## src/rtl/mult_pack_scheduler.sv

```systemverilog
// rtl/mult_pack_scheduler.sv - pairs HALF multiply ops onto the fracturable 6x6 core and registers results
//
// Purpose: accepts an in-order stream of FULL (6x6) and HALF (3x3) multiply ops.
//   Two consecutive HALF ops with equal signedness share one HALF_1 core issue.
//   A lone HALF op is issued by itself after FLUSH_TIMEOUT idle cycles or on in_flush.
// Ports:
//   clk, reset                  clock, synchronous active-high reset
//   in_valid/in_ready           op handshake; in_ready = !out_valid || out_ready
//   in_a, in_b                  operands (HALF ops use [2:0])
//   in_a_sign, in_b_sign        operand signedness
//   in_half, in_tag             op mode and tag
//   in_flush                    issue a held HALF op now
//   out_valid/out_ready         result handshake
//   out_c                       FULL product, or {lane1[5:0], lane0[5:0]}
//   out_half, out_lane_valid    result mode and per-lane valids
//   out_tag0, out_tag1          lane tags (out_tag1 = 0 when lane1 is empty)
// Optional: define MULT_PACK_SCHED_STATS_EN for the saturating counters
//   stat_issues, stat_pairs, stat_timeouts.

module mult_pack_scheduler #(
   parameter int TAG_W         = 4,
   parameter int FLUSH_TIMEOUT = 4,
   parameter int STAT_W        = 16
) (
   input  logic             clk,
   input  logic             reset,
   input  logic             in_valid,
   output logic             in_ready,
   input  logic [5:0]       in_a,
   input  logic [5:0]       in_b,
   input  logic             in_a_sign,
   input  logic             in_b_sign,
   input  logic             in_half,
   input  logic [TAG_W-1:0] in_tag,
   input  logic             in_flush,
   output logic             out_valid,
   input  logic             out_ready,
   output logic [11:0]      out_c,
   output logic             out_half,
   output logic [1:0]       out_lane_valid,
   output logic [TAG_W-1:0] out_tag0,
   output logic [TAG_W-1:0] out_tag1
`ifdef MULT_PACK_SCHED_STATS_EN
   ,
   output logic [STAT_W-1:0] stat_issues,
   output logic [STAT_W-1:0] stat_pairs,
   output logic [STAT_W-1:0] stat_timeouts
`endif
);

   typedef enum logic [1:0] {S_EMPTY, S_HOLD_FULL, S_HOLD_HALF} state_t;

   localparam logic [7:0] TIMEOUT = 8'(FLUSH_TIMEOUT);

   state_t           state_q, state_d;
   logic [7:0]       cnt_q, cnt_d;
   logic [5:0]       p_a, p_b;
   logic             p_as, p_bs;
   logic [TAG_W-1:0] p_tag;

   logic             can_issue, fire, same_signs, load_p;
   logic             issue_full, issue_lone, issue_pair, issue, timeout_issue;
   logic [5:0]       core_a, core_b;
   logic             core_as, core_bs, core_half;
   logic [1:0]       lane_valid_d;
   logic [TAG_W-1:0] tag1_d;
   logic [11:0]      a12, b12, core_c;
   logic [5:0]       a_lo, a_hi, b_lo, b_hi;

   assign can_issue  = !out_valid || out_ready;
   assign in_ready   = can_issue;
   assign fire       = in_valid && can_issue;
   assign same_signs = in_half && (in_a_sign == p_as) && (in_b_sign == p_bs);

   // State and pending-op register
   always_ff @(posedge clk) begin
      if (reset) begin
         state_q <= S_EMPTY;
         cnt_q   <= 8'd0;
         p_a     <= 6'd0;
         p_b     <= 6'd0;
         p_as    <= 1'b0;
         p_bs    <= 1'b0;
         p_tag   <= '0;
      end else begin
         state_q <= state_d;
         cnt_q   <= cnt_d;
         if (load_p) begin
            p_a   <= in_a;
            p_b   <= in_b;
            p_as  <= in_a_sign;
            p_bs  <= in_b_sign;
            p_tag <= in_tag;
         end
      end
   end

   // Next state: decides what issues this cycle and whether the new op is captured
   always_comb begin
      state_d       = state_q;
      cnt_d         = cnt_q;
      load_p        = 1'b0;
      issue_full    = 1'b0;
      issue_lone    = 1'b0;
      issue_pair    = 1'b0;
      timeout_issue = 1'b0;
      case (state_q)
         S_EMPTY: begin
            if (fire) load_p = 1'b1;
         end
         S_HOLD_FULL: begin
            if (can_issue) begin
               issue_full = 1'b1;
               if (fire) load_p = 1'b1;
               else      state_d = S_EMPTY;
            end
         end
         S_HOLD_HALF: begin
            if (fire && same_signs) begin
               issue_pair = 1'b1;
               state_d    = S_EMPTY;
            end else if (fire) begin
               issue_lone = 1'b1;
               load_p     = 1'b1;
            end else if (can_issue && (cnt_q == TIMEOUT || in_flush)) begin
               issue_lone    = 1'b1;
               timeout_issue = !in_flush;
               state_d       = S_EMPTY;
            end else if (cnt_q != 8'hFF) begin
               cnt_d = cnt_q + 8'd1;
            end
         end
         default: state_d = S_EMPTY;
      endcase
      if (load_p) begin
         state_d = in_half ? S_HOLD_HALF : S_HOLD_FULL;
         cnt_d   = 8'd0;
      end
   end

   // Outputs of the FSM: core operand steering and lane bookkeeping.
   // An absent HALF lane is fed zeros so its product slot reads zero.
   always_comb begin
      core_a       = 6'd0;
      core_b       = 6'd0;
      core_as      = p_as;
      core_bs      = p_bs;
      core_half    = 1'b0;
      lane_valid_d = 2'b00;
      tag1_d       = '0;
      issue        = issue_full || issue_lone || issue_pair;
      if (issue_full) begin
         core_a       = p_a;
         core_b       = p_b;
         lane_valid_d = 2'b01;
      end else if (issue_lone) begin
         core_a       = {3'b000, p_a[2:0]};
         core_b       = {3'b000, p_b[2:0]};
         core_half    = 1'b1;
         lane_valid_d = 2'b01;
      end else if (issue_pair) begin
         core_a       = {in_a[2:0], p_a[2:0]};
         core_b       = {in_b[2:0], p_b[2:0]};
         core_half    = 1'b1;
         lane_valid_d = 2'b11;
         tag1_d       = in_tag;
      end
   end

   // Fracturable multiplier core: one 12-bit product or two 6-bit lane products
   always_comb begin
      a12  = {{6{core_as & core_a[5]}}, core_a};
      b12  = {{6{core_bs & core_b[5]}}, core_b};
      a_lo = {{3{core_as & core_a[2]}}, core_a[2:0]};
      a_hi = {{3{core_as & core_a[5]}}, core_a[5:3]};
      b_lo = {{3{core_bs & core_b[2]}}, core_b[2:0]};
      b_hi = {{3{core_bs & core_b[5]}}, core_b[5:3]};
      if (core_half) core_c = {a_hi * b_hi, a_lo * b_lo};
      else           core_c = a12 * b12;
   end

   // Output register
   always_ff @(posedge clk) begin
      if (reset) begin
         out_valid      <= 1'b0;
         out_c          <= 12'd0;
         out_half       <= 1'b0;
         out_lane_valid <= 2'b00;
         out_tag0       <= '0;
         out_tag1       <= '0;
      end else if (issue) begin
         out_valid      <= 1'b1;
         out_c          <= core_c;
         out_half       <= core_half;
         out_lane_valid <= lane_valid_d;
         out_tag0       <= p_tag;
         out_tag1       <= tag1_d;
      end else if (out_ready) begin
         out_valid <= 1'b0;
      end
   end

`ifdef MULT_PACK_SCHED_STATS_EN
   always_ff @(posedge clk) begin
      if (reset) begin
         stat_issues   <= '0;
         stat_pairs    <= '0;
         stat_timeouts <= '0;
      end else begin
         if (issue && stat_issues != '1)           stat_issues   <= stat_issues + 1'b1;
         if (issue_pair && stat_pairs != '1)       stat_pairs    <= stat_pairs + 1'b1;
         if (timeout_issue && stat_timeouts != '1) stat_timeouts <= stat_timeouts + 1'b1;
      end
   end
`endif

endmodule

```

## config.mk

```make
export PLATFORM = sky130hd
export DESIGN_NAME = mult_pack_scheduler
export DESIGN_NICKNAME = d
export VERILOG_FILES = /design/src/rtl/mult_pack_scheduler.sv
export SDC_FILE = /design/constraint.sdc
export NUM_CORES = 1
export LEC_CHECK = 0
export CORE_ASPECT_RATIO = 0.8
export CORE_MARGIN = 1
export CORE_UTILIZATION = 36
export DETAILED_ROUTE_END_ITERATION = 8
export PLACE_DENSITY_LB_ADDON = 0.08
export SLEW_MARGIN = 20
export SYNTH_ARGS = -nofsm -noshare
export SYNTH_HDL_FRONTEND = slang
export SYNTH_SLANG_ARGS = --single-unit
```

## constraint.sdc

```tcl
create_clock -name clk -period 7.2 [get_ports clk]
set_input_delay 1.8 -clock clk [delete_from_list [all_inputs] [get_ports clk]]
set_output_delay 1.8 -clock clk [all_outputs]
set_load 0.05 [all_outputs]
```

==> summary.md <==
| Metric | Value |
|---|---|
| Worst slew pin tran | 0.879 ns |
| CP peak stage delay | between 0.5 and 0.6 ns |
| Top post-synthesis cells by count | inv_1, nor2_1, dfxtp_1 |
| DP Worst Slack | -0.0746 ns |
| Critical path launch point | out_ready |
| Total chip power | roughly 0.74 mW |
| Critical Path Most Common Cell | fa_1 |
| Cell Chain, Critical Path | clkdlybuf4s50_1 > nor2b_4 > inv_2 > nand4_2 > buf_4 > o31a_1 > or2_2 > fa_1 > fa_1 > inv_1 > fa_1 > inv_1 > fa_1 > inv_1 > ha_1 > o2111ai_1 > nand3_1 > o41a_1 > xnor2_2 > xnor3_1 > nand2_1 > a31oi_1 |
| Ant diodes | 0 |
| Initial antenna violation count | 0 |
| First-pass GRT wire length | 18900 microns |
| Status | completed |
| Synthesized net count | 608 |
| Share of cells above drive strength 1 | 0.154 |
| Asr flop ratio synth | 0 |
| FF-to-FF setup slack | about 1.6 ns |
| Total gr overflow | 0 |
| Register area share after synthesis | 0.229 |
| R2R Path Start | core_as |
| Antenna viol nets, final | 0 |
| Vias/cell | around 4.7 |
| Clock-pin transition on the worst setup and hold timing paths | 0.08 ns |
| R2R depth | 20 |
| DP HPWL | 8980 microns |
| Largest cells by area after synthesis | dfxtp_1, fa_1, ha_1, inv_1, nor2_1 |
| Synth top area share | 0.229 |
| Clock tree sinks | 52 |
| TritonCTS Buffers | 5 |
| CP startpoint kind | input port |
| FF-to-FF End | out_c[11] |
| # placed instances | 760 |
| Rows | 36 |
| Post-route DRC violation count | 0 |
| TritonRoute pass-1 iters | 4 |
| Area delta synth->final | 26.5% |
| Clk_skew | roughly 0.0089 ns |
| Area leader, netlist | dfxtp_1 |
| Post-synthesis sequential element count | 52 |
| Cell depth of the worst setup path | 22 |
| CTS Root Cell | clkbuf_16 |
| Mapped Cells | between 500 and 600 |
| Layout Cells excl Fill | 768 |
| CP max FO | 4 |
| CTS tree | done |
| Die width | about 130 microns |
| Unrepaired setup endpoints after global routing | no |
| Peak VDD IR | 0.0947 mV |
| Nets@finish | 697 |
| Maximum clock path buffer count | 2 |
| Placeable Area | 12300 sq um |
| GP Congestion | ~0.84 |
| Vias in the first global route | 3668 |
| Worst setup endpoint | out_c[11] |
| Via count | between 3000 and 4000 |
| Worst skew pair latency | 0.30 ns |
| Pwr dens | about 130 nW/um^2 |
| DR iter-0 viols | 155 |
| Fillcell total | 1227 |
| Syn Area/Cell | 8.97 sq um |
| Min cycle time layout | between 6 and 7 ns |
| # IOs | 49 |
| Min-delay worst type | flop to flop |
| DRT Wirelength | 11200 microns |
| CP required | 7.35 ns |
| Starting density of the core | 0.371 |
| Post-CTS Repair Setup Buffers | 0 |
| Leak | 2.58 nW |
| Rel. slew slack | 0.414 |
| FMAX | 145 MHz |
| Critical Path AT | 7.04 ns |
| EDFF count, synth | 0 |
| Drt wl/cell | 14.6 microns |
| Critical path class | input port to flop |
| Top delay family on crit path | adder cells |
| Final Hold Fails | 0 |
| Period utilisation layout | 0.956 |
| Layout Utilization | 0.470 |
| Worst setup margin | 0.314 ns |
| Setup-failing EPs final | 0 |
| Multi-input logic area | between 3000 and 4000 sq um |
| Synth unique cells | 61 |
| Final Slew Violations | 0 |
| Height of the die | approximately 100 microns |
| Die area | ~13000 sq um |
| Synth Warn # | 0 |
| Critical-path top delay cell | fa_1 |
| Input/output buffers | 48 |
| Top_reg_cell synth | dfxtp_1 |
| Htree depth | 2 |
| Max Cap Viol | 0 |
| Overall routing resource usage | 0.187 |
| CP endpoint kind | flop |
| Buffers plus inverters on the worst setup path | 6 |
| Sequential cell area | ~1000 sq um |
| Largest net degree at the start of global routing | 46 |
| Post-Syn Area | around 4500 sq um |
-- worst register-to-register path: stages, from the launching register on --
cell       delay [ns]
dfxtp_1          0.71
xnor2_4          0.18
nand2_1          0.08
buf_4            0.15
o31a_1           0.33
or2_2            0.35
fa_1             0.50
fa_1             0.50
inv_1            0.06
fa_1             0.52
inv_1            0.05
fa_1             0.52
inv_1            0.04
ha_1             0.29
o2111ai_1        0.11
nand3_1          0.12
o41a_1           0.41
xnor2_2          0.16
xnor3_1          0.22
nand2_1          0.07
a31oi_1          0.06
-- worst min-delay path by stage --
stage / cells past startpoint / from / end / slack [ns]
5_1_grt: 2 / out_tag0[0] / out_tag0[0] / 0.48
3_3_place_gp: 2 / out_c[1] / out_c[1] / 0.44
3_5_place_dp: 2 / out_c[0] / out_c[0] / 0.45
6_report: 2 / out_tag0[0] / out_tag0[0] / 0.46
2_1_floorplan: 2 / p_tag[0] / out_tag0[0] / 0.44
4_1_cts: 2 / out_tag0[0] / out_tag0[0] / 0.46
-- stage by stage --
stage / cell area (sq um) / TNS, ns / hold WS [ns]
floorplan: 4550 / 0 / 0.436
detailed placement: 5560 / -0.0746 / 0.447
global placement: 5560 / -0.0372 / 0.441
finish: 5750 / 0 / 0.456
CTS: 5740 / 0 / 0.459
global route: 5750 / 0 / 0.482
-- report_power, final --
part	internal, mW	switching, mW	total, mW
registers	0.299	0.0153	0.314
clock network	0.175	0.122	0.297
logic	0.0556	0.0701	0.126
total	0.529	0.207	0.737
-- sequential cells by signal (all words and copies together) (netlist names) --
| name | cells |
|---|---|
| cnt_q | 8 |
| core_as | 1 |
| core_bs | 1 |
| out_c | 12 |
| out_half | 1 |
| out_lane_valid | 2 |
| out_tag0 | 4 |
| out_tag1 | 4 |
| out_valid | 1 |
| p_a | 6 |
| p_b | 6 |
| p_tag | 4 |
| state_q | 2 |
-- cells in the final DEF (no fill, tap or decap), types with 18 or more instances in the layout --
cell	Yosys	final
clkdlybuf4s50_1	0	46
ha_1	35	35
mux2i_1	18	18
dfxtp_1	52	52
fa_1	42	42
buf_4	0	55
nor2_1	70	70
nand2_1	37	37
a21oi_1	22	22
inv_1	70	70
-- timing repair --
item                                    CTS  global route
endpoints found under the setup margin    0             2
gates resized for setup                   0             3
hold buffers                              0             0
-- kinds of logic after synthesis --
| kind of cell | synth area share |
|---|---|
| AO/OA/AOI/OAI | 0.110 |
| XOR/XNOR | 0.0680 |
| adder cells (fa/ha/maj) | 0.281 |
| buffers and inverters | 0.0845 |
| flip-flops | 0.229 |
| multiplexers | 0.0421 |
| AND/OR/NAND/NOR | 0.185 |
-- metal layers --
metal | share of wire | wire (microns) | up-vias | GRT usage
met3 | 0.044 | 489 | 4 | 0.0311
met5 | 0 | 0 | - | 0
li1 | - | - | 1843 | -
met2 | 0.44 | 4870 | 53 | 0.302
met1 | 0.52 | 5770 | 1719 | 0.272
met4 | 0.0044 | 49 | 0 | 0.0244
-- cell type report --
| class | count | share of cell area |
|---|---|---|
| Inverter | 72 | 0.0474 |
| Multi-Input combinational cell | 361 | 0.545 |
| Sequential cell | 52 | 0.181 |
| Tap cell | 171 | 0.0372 |
| Timing Repair Buffer | 104 | 0.158 |
| Clock inverter | 2 | 0.00674 |
| Clock buffer | 6 | 0.0241 |
No activity file was read; power rests on OpenSTA's default activity.
